<file path="src/rtl/spi_exe_pkg.sv">
// Shared definitions for the parametrised SPI execution unit.
//   op_e    : ALU opcodes 0..7; any wider code >= 8 is illegal
//   state_e : frame FSM states
//   *_IDX   : bit positions of the four flags in the flags vector
package spi_exe_pkg;

  typedef enum logic [2:0] {
    OP_ADD  = 3'd0,
    OP_SUB  = 3'd1,
    OP_AND  = 3'd2,
    OP_OR   = 3'd3,
    OP_XOR  = 3'd4,
    OP_SHL  = 3'd5,
    OP_SHR  = 3'd6,
    OP_PASS = 3'd7
  } op_e;

  typedef enum logic [2:0] {
    READY     = 3'd0,
    LOAD_OP   = 3'd1,
    LOAD_A    = 3'd2,
    LOAD_B    = 3'd3,
    EXEC      = 3'd4,
    SHIFT_OUT = 3'd5,
    DONE      = 3'd6
  } state_e;

  localparam int unsigned PF_IDX = 3;
  localparam int unsigned ZF_IDX = 2;
  localparam int unsigned SF_IDX = 1;
  localparam int unsigned OF_IDX = 0;

endpackage

</file>
<file path="src/rtl/alu_gen.sv">
// Combinational W-bit ALU for the SPI execution unit.
//   argA, argB : operands
//   oper       : OPW-bit opcode; codes >= 8 are illegal
//   result     : W-bit result (0 for an illegal opcode)
//   flags      : {PF, ZF, SF, OF} at PF_IDX..OF_IDX
//   illegal    : high when oper >= 8
module alu_gen
  import spi_exe_pkg::*;
#(
  parameter int W   = 8,
  parameter int OPW = 4
) (
  input  logic [W-1:0]   argA,
  input  logic [W-1:0]   argB,
  input  logic [OPW-1:0] oper,
  output logic [W-1:0]   result,
  output logic [3:0]     flags,
  output logic           illegal
);

  localparam int SHW = $clog2(W);

  logic [SHW-1:0] shamt;
  logic           ovf;

  assign shamt = argB[SHW-1:0];

  always_comb begin
    illegal = (32'(oper) > 32'd7);
    result  = '0;
    ovf     = 1'b0;
    case (op_e'(oper[2:0]))
      OP_ADD: begin
        result = argA + argB;
        ovf    = (argA[W-1] == argB[W-1]) && (result[W-1] != argA[W-1]);
      end
      OP_SUB: begin
        result = argA - argB;
        ovf    = (argA[W-1] != argB[W-1]) && (result[W-1] != argA[W-1]);
      end
      OP_AND:  result = argA & argB;
      OP_OR:   result = argA | argB;
      OP_XOR:  result = argA ^ argB;
      OP_SHL:  result = argA << shamt;
      OP_SHR:  result = argA >> shamt;
      OP_PASS: result = argA;
      default: result = '0;
    endcase
    // A zero result yields the required illegal flag pattern {1,1,0,0}.
    if (illegal) begin
      result = '0;
      ovf    = 1'b0;
    end
    flags         = '0;
    flags[PF_IDX] = ~^result;
    flags[ZF_IDX] = (result == '0);
    flags[SF_IDX] = result[W-1];
    flags[OF_IDX] = ovf;
  end

endmodule

</file>
<file path="src/rtl/spi_exe_unit_gen.sv">
// SPI-slave execution unit. One chip-select frame carries an OPW-bit
// opcode and two W-bit operands on MOSI (MSB first); the unit executes one
// ALU operation and shifts {result, PF, ZF, SF, OF} out on MISO.
//   i_sclk : SPI clock, rising edge
//   i_rst  : synchronous active-high reset
//   i_cs   : chip select, active-low
//   i_mosi : serial data in
//   o_miso : serial data out
//   o_busy : high whenever the FSM is not READY
//   o_done : one-cycle pulse after the last output bit
//   o_err  : sticky abort / illegal-opcode flag, cleared at next frame start
module spi_exe_unit_gen
  import spi_exe_pkg::*;
#(
  parameter int W   = 8,
  parameter int OPW = 4
) (
  input  logic i_sclk,
  input  logic i_rst,
  input  logic i_cs,
  input  logic i_mosi,
  output logic o_miso,
  output logic o_busy,
  output logic o_done,
  output logic o_err
);

  localparam int CW = $clog2(OPW + 3*W + 5);
  localparam int OW = W + 4;

  // Edge index of the last edge spent in each phase.
  localparam logic [CW-1:0] LAST_OP   = CW'(OPW - 1);
  localparam logic [CW-1:0] LAST_A    = CW'(OPW + W - 1);
  localparam logic [CW-1:0] LAST_B    = CW'(OPW + 2*W - 1);
  localparam logic [CW-1:0] DONE_EDGE = CW'(OPW + 3*W + 4);

  state_e         state;
  logic [CW-1:0]  cnt;
  logic [CW-1:0]  edge_idx;
  logic [OPW-1:0] op_r;
  logic [W-1:0]   a_r;
  logic [W-1:0]   b_r;
  logic [OW-1:0]  out_sr;

  logic [W-1:0]   alu_res;
  logic [3:0]     alu_flags;
  logic           alu_ill;

  alu_gen #(.W(W), .OPW(OPW)) u_alu (
    .argA    (a_r),
    .argB    (b_r),
    .oper    (op_r),
    .result  (alu_res),
    .flags   (alu_flags),
    .illegal (alu_ill)
  );

  // cnt holds the index of the previous in-frame edge.
  assign edge_idx = cnt + 1'b1;
  assign o_busy   = (state != READY);
  // MISO is the shift register MSB; clearing the register forces MISO low.
  assign o_miso   = out_sr[OW-1];

  always_ff @(posedge i_sclk) begin
    if (i_rst) begin
      state  <= READY;
      cnt    <= '0;
      op_r   <= '0;
      a_r    <= '0;
      b_r    <= '0;
      out_sr <= '0;
      o_done <= 1'b0;
      o_err  <= 1'b0;
    end else begin
      o_done <= 1'b0;
      case (state)
        READY: begin
          if (!i_cs) begin
            state <= LOAD_OP;
            cnt   <= '0;
            op_r  <= {op_r[OPW-2:0], i_mosi};
            o_err <= 1'b0;
          end
        end
        DONE: begin
          if (i_cs) state <= READY;
        end
        default: begin
          if (i_cs) begin
            state  <= READY;
            o_err  <= 1'b1;
            out_sr <= '0;
          end else begin
            cnt <= edge_idx;
            case (state)
              LOAD_OP: begin
                op_r <= {op_r[OPW-2:0], i_mosi};
                if (edge_idx == LAST_OP) state <= LOAD_A;
              end
              LOAD_A: begin
                a_r <= {a_r[W-2:0], i_mosi};
                if (edge_idx == LAST_A) state <= LOAD_B;
              end
              LOAD_B: begin
                b_r <= {b_r[W-2:0], i_mosi};
                if (edge_idx == LAST_B) state <= EXEC;
              end
              EXEC: begin
                out_sr <= {alu_res, alu_flags};
                if (alu_ill) o_err <= 1'b1;
                state  <= SHIFT_OUT;
              end
              SHIFT_OUT: begin
                if (edge_idx == DONE_EDGE) begin
                  o_done <= 1'b1;
                  out_sr <= '0;
                  state  <= DONE;
                end else begin
                  out_sr <= out_sr << 1;
                end
              end
              default: state <= READY;
            endcase
          end
        end
      endcase
    end
  end

endmodule
</file>
<file path="config.mk">
export PLATFORM = sky130hd
export DESIGN_NAME = spi_exe_unit_gen
export DESIGN_NICKNAME = d
export VERILOG_FILES = /design/src/rtl/spi_exe_pkg.sv /design/src/rtl/alu_gen.sv /design/src/rtl/spi_exe_unit_gen.sv
export SDC_FILE = /design/constraint.sdc
export NUM_CORES = 1
export LEC_CHECK = 0
export BUFFER_PORTS_ARGS = -buffer_cell sky130_fd_sc_hd__buf_4
export CORE_MARGIN = 2
export CORE_UTILIZATION = 50
export CTS_BUF_LIST = sky130_fd_sc_hd__clkbuf_8
export CTS_CLUSTER_DIAMETER = 60
export DETAILED_ROUTE_END_ITERATION = 6
export PLACE_DENSITY = 0.78
export SETUP_SLACK_MARGIN = 0.05
export SLEW_MARGIN = 5
export SYNTH_ARGS = -nofsm -noshare
export SYNTH_HDL_FRONTEND = slang
export SYNTH_SLANG_ARGS = --single-unit
</file>
<file path="constraint.sdc">
create_clock -name i_sclk -period 4.1 [get_ports i_sclk]
set_input_delay 0.82 -clock i_sclk [delete_from_list [all_inputs] [get_ports i_sclk]]
set_output_delay 0.82 -clock i_sclk [all_outputs]
set_load 0.02 [all_outputs]
</file>
== Yosys cells after proc, flatten, opt, wreduce, memory -nomap -nowiden ==
Index checks and enable logic that the tools add are counted.

* Register bits after elaboration: 43
* Input port bits: 4
* Output and inout port bits: 4
* Word-level logic and storage cells: 97

* Add/sub/neg operators: 3
* $lt $le $gt $ge: 1
* Equal/unequal tests: 27
* Shift operators: 2
* Mux-type cells: 29
* Bitwise gates (word level): 7
* Reductions and logical operators: 20

{| class="wikitable"
|+ Operators with widths
! operator !! number
|-
| $pmux 8 s8 || 1
|-
| $mux 12 || 2
|-
| $pmux 12 s2 || 1
|-
| $eq 3x3->1 const B || 7
|-
| $mux 3 || 7
|-
| $pmux 3 s5 || 1
|-
| $eq 3x2->1 const B || 4
|-
| $mux 4 || 3
|-
| $mux 6 || 2
|-
| $ne 4x4->1 const B || 3
|-
| $pmux 6 s2 || 1
|-
| $reduce_bool 3->1 || 4
|-
| $reduce_and 3->1 || 3
|-
| $add 8x8->8 || 1
|-
| $and 8x8->8 || 1
|-
| $logic_not 8->1 || 1
|-
| $mux 8 || 1
|-
| $or 8x8->8 || 1
|-
| $pmux 4 s2 || 1
|-
| $reduce_xnor 8->1 || 1
|-
| $shl 8x3->8 || 1
|-
| $shr 8x3->8 || 1
|-
| $sub 8x8->8 || 1
|-
| $xor 8x8->8 || 1
|-
| 23 further kinds || 39
|}

== Logic depth before layout (Yosys ltp) ==
Gate-level depths: netlist of run 1.

* Word-level depth: 7
* Gate-level depth with buffers: 16

== Modules after synthesis ==
From an unflattened synthesis of run 1, not the netlist that was laid out.

* Cells, all modules: 525
* Area total of the unflattened synthesis: 4,101.4 sq um

{| class="wikitable"
|+ Modules (own cells, without submodules)
! module !! times used !! cells an instance !! area an instance (sq um)
|-
| alu_gen || 1 || 274 || 2,068.2
|-
| spi_exe_unit_gen || 1 || 251 || 2,033.2
|}

== Least setup slack after synthesis of run 1 ==
No wires, ideal clock.

* Path type: register to register
* Start point: register b_r[1]
* End point: register out_sr[3]
* Library setup time: 0.128 ns
* Data arrival time: 3.395 ns
* Required time: 3.972 ns
* Slack: 0.578 ns
* Stages on the path, launching flop included: 17
* Path buffers: 3
* Clock period less this slack: 3.522 ns
* Cells stage by stage: dfxtp_1 -> clkbuf_1 -> buf_2 -> buf_2 -> inv_1 -> ha_1 -> or3_1 -> a31oi_1 -> o21ai_0 -> a211oi_1 -> a31oi_1 -> a21o_1 -> ha_1 -> xnor2_1 -> xnor2_1 -> a222oi_1 -> nor2_1

* Cells in the longest elaborated chain, start to end: 6
* Elaborated cells on any way between the ends: 12

{| class="wikitable"
|+ Ends and longest elaborated chain
! item !! line !! RTL
|-
| start: declaration || spi_exe_unit_gen.sv:42 || <nowiki>logic [W-1:0] b_r;</nowiki>
|-
| start signal: assignment || spi_exe_unit_gen.sv:105 || <nowiki>b_r <= {b_r[W-2:0], i_mosi};</nowiki>
|-
| $sub 8x8->8, or another cell as far along || alu_gen.sv:38 || <nowiki>result = argA - argB;</nowiki>
|-
| $pmux 8 s8 * || alu_gen.sv:32 || <nowiki>case (op_e'(oper[2:0]))</nowiki>
|-
| $mux 8 * || alu_gen.sv:50 || <nowiki>if (illegal) begin</nowiki>
|-
| $reduce_xnor 8->1 * || alu_gen.sv:55 || <nowiki>flags[PF_IDX] = ~^result;</nowiki>
|-
| $pmux 12 s2 * || spi_exe_unit_gen.sv:95 || <nowiki>case (state)</nowiki>
|-
| $mux 12 * || spi_exe_unit_gen.sv:89 || <nowiki>if (i_cs) begin</nowiki>
|-
| end signal: assignment || spi_exe_unit_gen.sv:109 || <nowiki>out_sr <= {alu_res, alu_flags};</nowiki>
|-
| end signal: assignment || spi_exe_unit_gen.sv:119 || <nowiki>out_sr <= out_sr << 1;</nowiki>
|-
| end: declaration || spi_exe_unit_gen.sv:43 || <nowiki>logic [OW-1:0] out_sr;</nowiki>
|}

Mark *: on every way between the ends. The rest lies on a longest branch, timed or not.
A chain may end at the register's enable or synchronous reset.

== Worst setup path in the final report of run 1 ==
* Start point: register b_r[2]
* End point: register out_sr[3]

Same word-level chain as after synthesis.

==> impl_metrics.csv, run 1 <==
group,metric,value,unit
floorplanning,die-width,93.67,um
synth,synth-edff-count,0,
drt,num_vias,3904,
floorplanning,initial_core_util,51.76,%
cts,htreeDepth,2,
timing,fmax,285.7,MHz
setup_path,critPathKind,"flop to flop",
synth,synth_top_area_share,21.41,%
layout,drive_gt1_share,8.203,%
layout,nNetsFinal,548,
timing,setup_viol,0,
synth,syn_area,4020,sq um
timing,report.final.hold_viol_count,0,
floorplanning,die_h,93.67,um
drt,post_drt_wl_per_cell,17.08,um
layout,instances_no_fill,614,
grt,grt_pass1_wl,17660,um
synth,yosys_register_bits,43,
timing,relSlewSlack,35.39,%
grt,antenna_found_initial,0,
drt,drc,0,
job,drv_cap,0,
timing,drv_slew,0,
run_status,status,"finished, final reports clean",
timing,fin_crit,3.500,ns
placed_design,port_buffers,7,
timing,hold_ws,0.4827,ns
cts,insertion_delay,0.31,ns
placed_design,routabilityCongestion,1.003,
setup_path,cp.required,4.30,ns
timing,tightest_slew,0.9618,ns
layout,fill_cells,756,
timing,fin_crit_sh,85.36,%
floorplanning,top_level_ports,8,
grt,grt_max_degree,41,
grt,grt_usage,24.85,%
setup_path,crit_arrival,3.70,ns
cts,cts_root_buffer,"clkbuf_8",
pwr,p_total,831.7,uW
synth,syn_nets,565,
cts,clockBufferDepth,2,
layout,synthToLayoutAreaGrowth,4.171,%
timing,finalSetupTns,0,ns
synth,ys_warn_count,0,
placed_design,hpwl,7639,um
synth,synth_flop_cell,"dfxtp_1",
cts,clkTransAtPathRegs,0.10,ns
drt,vias_per_cell,6.358,
pwr,p_per_area,198.6,nW/um^2
cts,numClockSinks,43,
grt,grt_pass1_vias,3524,
timing,rsz0062_at_grt,"no",
drt,firstDrtPassIters,6,
floorplanning,rows,32,
floorplanning,coreArea,7767,sq um
setup_path,worst-path-max-fanout,9,
cts,cts_tree,"built",
placed_design,place_ws,0.6591,ns
synth,synthCells,528,
layout,diodes,0,
drt,wl,10490,um
placed_design,placed_cells,606,
cts,post_cts_resize_count,0,
synth,yosys-top-cells-area,"dfxtp_1 (21%), ha_1 (9.6%), a21oi_1 (5.9%)",
synth,syn_avg_cell_area,7.614,sq um
cts,post_cts_buffers,0,
floorplanning,die_area,8773,sq um
cts,cts_inserted_buffers,5,
timing,fin_skew,0.009313,ns
setup_path,start_kind,"flop",
synth,async_reset_ff_share,0,%
pwr,p_leak,1.453,nW
timing,setup_slack,0.6003,ns
synth,ys_seq_area_share,21.41,%
setup_path,cp-end-kind,"flop",
drt,drtAntennaViolNets,0,
grt,grt-ovfl-total,0,
min_path,hold_class,"flop to flop",
drt,first_iter_violations,537,
synth,ys_types,72,
synth,yosys.area.top_type,"dfxtp_1",
cts,ctsHoldBuffers,0,
pwr,ir_drop,193.2,uV
flip-flops by register name, summed over array words and instances (netlist names):
signal	count
a_r	8
b_r	8
cnt	6
o_done	1
o_err	1
op_r	4
out_sr	12
state	3
path summary, 6_finish.rpt:
path	startpoint	endpoint	slack (ns)	cells after the start
max	b_r[2]	out_sr[3]	0.60	13
min	b_r[7]	b_r[7]	0.48	2
min reg2reg	b_r[7]	b_r[7]	0.48	2
max reg2reg	b_r[2]	out_sr[3]	0.60	13
through the flow:
stage                     utilization (%)  cell area (sq um)
after floorplan                         -               4020
after CTS                           53.91               4188
final                               53.91               4188
after detailed placement            52.72               4095
after global placement              52.72               4095
after global routing                53.91               4188
Yosys cell counts (3+ instances only):
master	number
nor2_1	33
nand2b_1	12
nor3_1	16
xnor2_1	11
or3_1	9
nand3_1	16
a211oi_1	7
and2_1	5
ha_1	31
clkbuf_1	26
buf_1	4
nand2_1	61
o211ai_1	3
buf_2	9
a21o_1	5
a21oi_1	47
o21ai_0	22
a221oi_1	5
and3_1	3
xor2_1	3
mux4_2	7
nand4_1	3
mux2i_1	14
inv_1	34
nor4_1	6
nor3b_1	3
a31oi_1	7
dfxtp_1	43
or2_1	3
a32oi_1	3
and4b_1	3
nand3b_1	6
a22oi_1	10
nor2b_1	3
placed cells by master (no fill, tap or decap), types with 5 or more instances in the layout:
master and instances:
a211oi_1 7, a21o_1 5, a21oi_1 47, a221oi_1 5, a22oi_1 10, a31oi_1 7, and2_1 5, buf_4 17
clkbuf_8 5, dfxtp_1 43, ha_1 31, inv_1 34, mux2i_1 14, mux4_2 7, nand2_1 61, nand2b_1 12
nand3_1 16, nand3b_1 6, nor2_1 33, nor3_1 16, nor4_1 6, o21ai_0 22, or3_1 9, xnor2_1 11
routing by layer:
layer	wire length, um	GRT usage (%)	part of all wire (%)
met2	4884	39.99	47
met4	214	8.213	2.0
met5	0	0	0
met1	4651	34.45	44
met3	738	3.371	7.0
area by class of cell:
cell class,count,area (sq um),share of cell area [%]
inverters,36,135.1,3.227
clock inverters,3,23.77,0.5677
flip-flops and latches,43,860.8,20.56
well taps,102,127.6,3.047
clock buffers,5,68.82,1.643
repair buffers,17,127.6,3.047
multi-input cells,408,2844,67.91
critical path, stage by stage, from the launching register on:
cell,delay [ns]
dfxtp_1,0.51
inv_1,0.24
ha_1,0.46
or3_1,0.41
a31oi_1,0.18
o21ai_0,0.13
a211oi_1,0.25
a31oi_1,0.08
a21o_1,0.20
ha_1,0.29
xnor2_1,0.17
xnor2_1,0.09
a222oi_1,0.30
nor2_1,0.06
power by group:
part           internal (mW)  total (mW)  switching [mW]
Sequential             0.420       0.428         0.00819
Combinational         0.0453       0.110          0.0649
Clock                  0.122       0.294           0.171
Total                  0.587       0.832           0.245
logic make-up (layout without fill, tap and decap cells):
logic type	Yosys count	after routing	synth area share (%)
AND/OR/NAND/NOR	193	193	24.84
AO/OA/AOI/OAI	145	145	24.28
buffers and inverters	77	61	7.843
flip-flops	43	43	21.41
adder cells (fa/ha/maj)	34	34	10.89
multiplexers	22	22	7.687
XOR/XNOR	14	14	3.050
Note: power is estimated with default switching activity, not from simulation.
==> run 2, diff against run 1 <==
Settings changed: ABC_AREA set to 1.
==> impl_metrics.csv, run 2 <==
group,metric,value,unit
grt,grt_usage,25.64,%
synth,synth-edff-count,0,
drt,firstDrtPassIters,6,
run_status,status,"finished, final reports clean",
synth,yosys-top-cells-area,"dfxtp_1 (22%), nand2_1 (16%), nand3_1 (12%)",
timing,report.final.hold_viol_count,0,
floorplanning,initial_core_util,51.32,%
synth,synthCells,635,
pwr,switching_share,35.07,%
synth,ys_seq_area_share,21.82,%
floorplanning,coreArea,7687,sq um
timing,setup_slack,0.9510,ns
placed_design,routabilityCongestion,0.9935,
layout,diodes,0,
layout,fill_cells,793,
timing,fin_skew,0.007721,ns
drt,first_iter_violations,396,
cts,post_cts_resize_count,0,
pwr,p_switching,402.6,uW
setup_path,reg2reg_setup_slack,0.95,ns
synth,ys_types,39,
synth,syn_nets,672,
floorplanning,die_area,8616,sq um
timing,fin_crit,3.149,ns
placed_design,place_ws,1.003,ns
grt,grt_pass1_vias,3864,
synth,async_reset_ff_share,0,%
layout,drive_gt1_share,7.962,%
pwr,p_int,745.4,uW
setup_path,worst-path-max-fanout,19,
min_path,hold_class,"flop to flop",
timing,tightest_slew,0.8018,ns
setup_path,start_kind,"flop",
floorplanning,top_level_ports,8,
cts,post_cts_buffers,0,
setup_path,critPathKind,"flop to flop",
synth,yosysMostFrequentCell,"nand2_1",
placed_design,placed_cells,722,
placed_design,port_buffers,7,
min_path,hold_path_end,"o_err",
cts,clockBufferDepth,2,
floorplanning,rows,32,
layout,final_util,53.43,%
setup_path,cp-end-kind,"flop",
layout,final_cell_mix,"nand2_1 (163), nand3_1 (91), inv_1 (71)",
setup_path,crit_arrival,3.38,ns
timing,relSlewSlack,46.13,%
drt,vias_per_cell,5.688,
job,drv_cap,0,
timing,setup_viol,0,
timing,fmax,317.6,MHz
synth,synth_common_cells,"nand2_1 (163), nand3_1 (91), inv_1 (71)",
layout,multiInputGateArea,2644,sq um
min_path,hold_depth,2,
pwr,p_seq_share,40.8,%
timing,fin_crit_sh,76.81,%
grt,grt-ovfl-total,0,
pwr,ir_drop,220.2,uV
cts,ctsHoldBuffers,0,
grt,grt_max_degree,23,
grt,grt_pass1_wl,17920,um
synth,yosys.area.top_type,"dfxtp_1",
cts,htreeDepth,2,
floorplanning,die-width,92.83,um
synth,ys_warn_count,0,
setup_path,r2r_start,"b_r[1]",
drt,num_vias,4152,
synth,syn_avg_cell_area,6.213,sq um
timing,rsz0062_at_grt,"no",
drt,wl,10570,um
setup_path,cp.required,4.33,ns
min_path,holdCritStartpoint,"o_err",
synth,synth_flop_cell,"dfxtp_1",
setup_path,startpoint,"b_r[1]",
timing,hold_ws,0.4695,ns
pwr,p_per_area,279.5,nW/um^2
grt,antenna_found_initial,0,
layout,synthToLayoutAreaGrowth,4.123,%
floorplanning,die_h,92.83,um
layout,final_common_cell,"nand2_1",
placed_design,postPlaceCellArea,3990,sq um
pwr,p_total,1.148,mW
setup_path,r2r-end,"out_sr[3]",
layout,nNetsFinal,664,
synth,syn_area,3945,sq um
layout,instances_no_fill,730,
drt,post_drt_wl_per_cell,14.48,um
cts,cts_tree,"built",
pwr,p_leak,1.867,nW
setup_path,cpPeakStageDelay,0.76,ns
cts,clkTransAtPathRegs,0.09,ns
pwr,clockPowerShare,30.7,%
cts,cts_inserted_buffers,5,
setup_path,reg2reg_depth,14,
cts,cts_root_buffer,"clkbuf_8",
timing,finalSetupTns,0,ns
timing,drv_slew,0,
cts,numClockSinks,43,
layout,top_register,"out_sr",
drt,drtAntennaViolNets,0,
layout,top_regs,"out_sr: 12 flops, a_r: 8 flops, b_r: 8 flops",
cts,insertion_delay,0.30,ns
pwr,comb_power_share,28.5,%
setup_path,path_cells,"inv_1 -> ha_1 -> o21ai_0 -> nand2_1 -> or2_2 -> nand3_1 -> nand3_1 -> nand2_1 -> ha_1 -> xor2_1 -> a21oi_1 -> o21ai_0 -> o2111ai_1 -> a21oi_1",
synth,synth_top_area_share,21.82,%
layout,largest_register_ffs,12,
placed_design,hpwl,8008,um
synth,yosys_register_bits,43,
layout,final_area,4108,sq um
setup_path,slowest_stage,"dfxtp_1",
drt,drc,0,
layout,ff_latch_area,860.8,sq um
-- run 2: cell types whose count changed after synthesis, moves of 8 or more --
cell / delta
a22oi_1: -9
clkbuf_1: -21
inv_1: +37
mux2i_1: -14
nand2_1: +102
nand2b_1: -12
nand3_1: +75
nand4_1: +8
nor3_1: -10
o21ai_0: +20
or3_1: -9
xnor2_1: -10
-- run 2: worst max-delay path by stage --
stage	depth (start not counted)	end
after global placement	14	out_sr[3]
after CTS	14	out_sr[3]
after global routing	14	out_sr[3]
final	14	out_sr[3]
after floorplan	15	out_sr[3]
after detailed placement	14	out_sr[3]
-- run 2: cell type report --
cell class / count / share of cell area (%)
clock inverter: 2 / 0.8529
inverter: 78 / 7.249
multi-input combinational: 491 / 64.36
sequential: 43 / 20.96
clock buffer: 6 / 2.010
timing repair buffer: 8 / 1.462
tap: 102 / 3.107
-- run 2: cells by family (layout without fill, tap and decap cells) --
group	count (synthesis)	in the layout	share of synthesized area, %
adders and majority gates	33	33	10.85
DFF	43	43	21.82
buffers and inverters	101	94	11.16
xor gates and xnor gates	5	5	1.110
AOI/OAI and AO/OA	110	110	14.87
and+or+nand+nor	343	343	40.18
-- run 2: power groups by stage --
stage	logic (mW)	clock network (mW)	registers, mW
6_report	0.328	0.352	0.469
5_1_grt	0.374	0.373	0.472
4_1_cts	0.323	0.358	0.467
3_5_place_dp	0.321	0	0.477
3_3_place_gp	0.317	0	0.476
2_1_floorplan	0.263	0	0.462
-- run 2: routing by layer --
metal  vias up  track usage [%]  share of wire, %
met5         -                0                 0
met4         0            8.211               1.8
met3        22            3.824               7.2
met2       160            40.22                44
met1      1898            36.06                47
li1       2072                -                 -
-- run 2: critical path: cells and delay by family (launching register included) --
family          cells  cell delay, ns
compound gates      5            0.76
xor+xnor            1            0.20
fa+ha+maj           2            0.59
buf+inv             1            0.15
flops               1            0.76
simple gates        5            0.62
==> run 3, diff against run 2 <==
Clock period 4.1 ns to 3.2 ns, I/O delays scaled along.
==> impl_metrics.csv, run 3 (synthesis gave the netlist of run 2 again) <==
group,metric,value,unit
grt,grt_max_degree,23,
drt,firstDrtPassIters,5,
floorplanning,top_level_ports,8,
cts,ctsHoldBuffers,0,
placed_design,hpwl,8222,um
min_path,hold_depth,2,
drt,vias_per_cell,5.709,
pwr,p_switching,515.9,uW
placed_design,postPlaceCellArea,4020,sq um
pwr,p_leak,1.875,nW
cts,htreeDepth,2,
setup_path,start_kind,"flop",
setup_path,worst-path-max-fanout,4,
timing,setup_viol,0,
setup_path,cp-end-kind,"flop",
cts,cts_tree,"built",
setup_path,path_cells,"inv_1 -> ha_1 -> o21ai_0 -> nand2_1 -> or2_2 -> nand3_1 -> nand3_1 -> nand2_1 -> ha_1 -> xor2_1 -> o21ai_0 -> o2111ai_1 -> a21oi_1",
layout,top_regs,"out_sr: 12 flops, a_r: 8 flops, b_r: 8 flops",
layout,diodes,0,
layout,largest_register_ffs,12,
grt,grt_usage,26.23,%
pwr,comb_power_share,31.3,%
layout,final_area,4114,sq um
layout,synthToLayoutAreaGrowth,4.282,%
min_path,hold_path_end,"out_sr[10]",
floorplanning,initial_core_util,51.32,%
cts,clockBufferDepth,2,
timing,rsz0062_at_grt,"no",
pwr,p_per_area,338.4,nW/um^2
timing,fin_skew,0.01574,ns
layout,nNetsFinal,668,
grt,antenna_found_initial,0,
pwr,clockPowerShare,26.2,%
drt,post_drt_wl_per_cell,14.89,um
cts,numClockSinks,43,
grt,grt-ovfl-total,0,
timing,tightest_slew,0.7341,ns
setup_path,cp.required,3.43,ns
floorplanning,die-width,92.83,um
min_path,hold_class,"flop to flop",
layout,ff_latch_area,864.6,sq um
cts,cts_root_buffer,"clkbuf_8",
floorplanning,coreArea,7687,sq um
pwr,ir_drop,262.5,uV
cts,cts_inserted_buffers,5,
drt,num_vias,4185,
timing,drv_slew,0,
cts,post_cts_buffers,0,
timing,relSlewSlack,50.68,%
placed_design,port_buffers,7,
timing,fin_crit,2.884,ns
setup_path,cpPeakStageDelay,0.45,ns
timing,report.final.hold_viol_count,0,
pwr,p_seq_share,42.5,%
drt,wl,10920,um
layout,multiInputGateArea,2646,sq um
floorplanning,die_area,8616,sq um
floorplanning,die_h,92.83,um
setup_path,slowest_stage,"o21ai_0",
min_path,holdCritStartpoint,"out_sr[10]",
drt,first_iter_violations,447,
layout,top_register,"out_sr",
layout,final_common_cell,"nand2_1",
setup_path,r2r_start,"a_r[1]",
grt,grt_pass1_wl,18310,um
setup_path,crit_arrival,3.12,ns
setup_path,reg2reg_depth,13,
job,drv_cap,0,
timing,fmax,346.8,MHz
cts,clkTransAtPathRegs,0.09,ns
pwr,p_int,876.4,uW
pwr,switching_share,37.05,%
timing,finalSetupTns,0,ns
grt,grt_pass1_vias,3861,
cts,insertion_delay,0.30,ns
setup_path,r2r-end,"out_sr[3]",
timing,fin_crit_sh,90.11,%
placed_design,routabilityCongestion,1.005,
layout,fill_cells,788,
drt,drc,0,
drt,drtAntennaViolNets,0,
setup_path,reg2reg_setup_slack,0.32,ns
layout,final_cell_mix,"nand2_1 (163), nand3_1 (91), inv_1 (71)",
setup_path,critPathKind,"flop to flop",
run_status,status,"finished, final reports clean",
floorplanning,rows,32,
layout,drive_gt1_share,9.033,%
## run 3: worst max-delay path: cells and delay by family, from the launching register on
kind                     cells  cell delay, ns
AO/OA/AOI/OAI                4            0.94
AND/OR/NAND/NOR              5            0.66
XOR/XNOR                     1            0.17
adder cells (fa/ha/maj)      2            0.61
flip-flops                   1            0.34
buffers and inverters        1            0.10
## run 3: per-layer routing
metal | vias to the layer above | track usage, % | part of all wire [%]
li1 | 2076 | - | -
met1 | 1905 | 37.32 | 46
met2 | 182 | 40.40 | 44
met3 | 22 | 4.638 | 8.4
met4 | 0 | 7.843 | 2.0
met5 | - | 0 | 0
## run 3: what timing repair did
action                                  CTS  global route
hold endpoints to repair                  0             0
endpoints found under the setup margin    0             1
resized for setup                         0             4
## run 3: metrics by stage
stage	setup WS (ns)	power, mW	instances	util, %	hold WS (ns)
after floorplan	0.4208	0.9287	635	-	0.4445
after global placement	0.3368	1.021	726	52.29	0.4541
after detailed placement	0.3010	1.029	726	52.29	0.4560
after CTS	0.2655	1.384	733	53.43	0.4701
after global routing	0.06948	1.479	733	53.52	0.4929
final	0.3164	1.392	733	53.52	0.4678
## run 3: layout make-up
class | instances | share of cell area [%]
clock buffers | 6 | 2.007
multi-input cells | 491 | 64.32
inverters | 78 | 7.238
flip-flops and latches | 43 | 21.02
clock inverters | 1 | 0.1217
well taps | 102 | 3.102
repair buffers | 12 | 2.190
## run 3: worst max-delay path by stage
stage,end,slack [ns],startpoint
CTS,out_sr[3],0.27,b_r[2]
global placement,out_sr[3],0.34,b_r[2]
global route,out_sr[3],0.07,a_r[0]
finish,out_sr[3],0.32,a_r[1]
floorplan,out_sr[3],0.42,b_r[1]
detailed placement,out_sr[3],0.30,b_r[2]
## run 3: power by group through the flow
| stage | clock, mW | sequential [mW] | combinational, mW |
|---|---|---|---|
| 4_1_cts | 0.365 | 0.591 | 0.428 |
| 6_report | 0.365 | 0.592 | 0.436 |
| 3_3_place_gp | 0 | 0.601 | 0.420 |
| 5_1_grt | 0.389 | 0.597 | 0.493 |
| 2_1_floorplan | 0 | 0.592 | 0.337 |
| 3_5_place_dp | 0 | 0.603 | 0.426 |
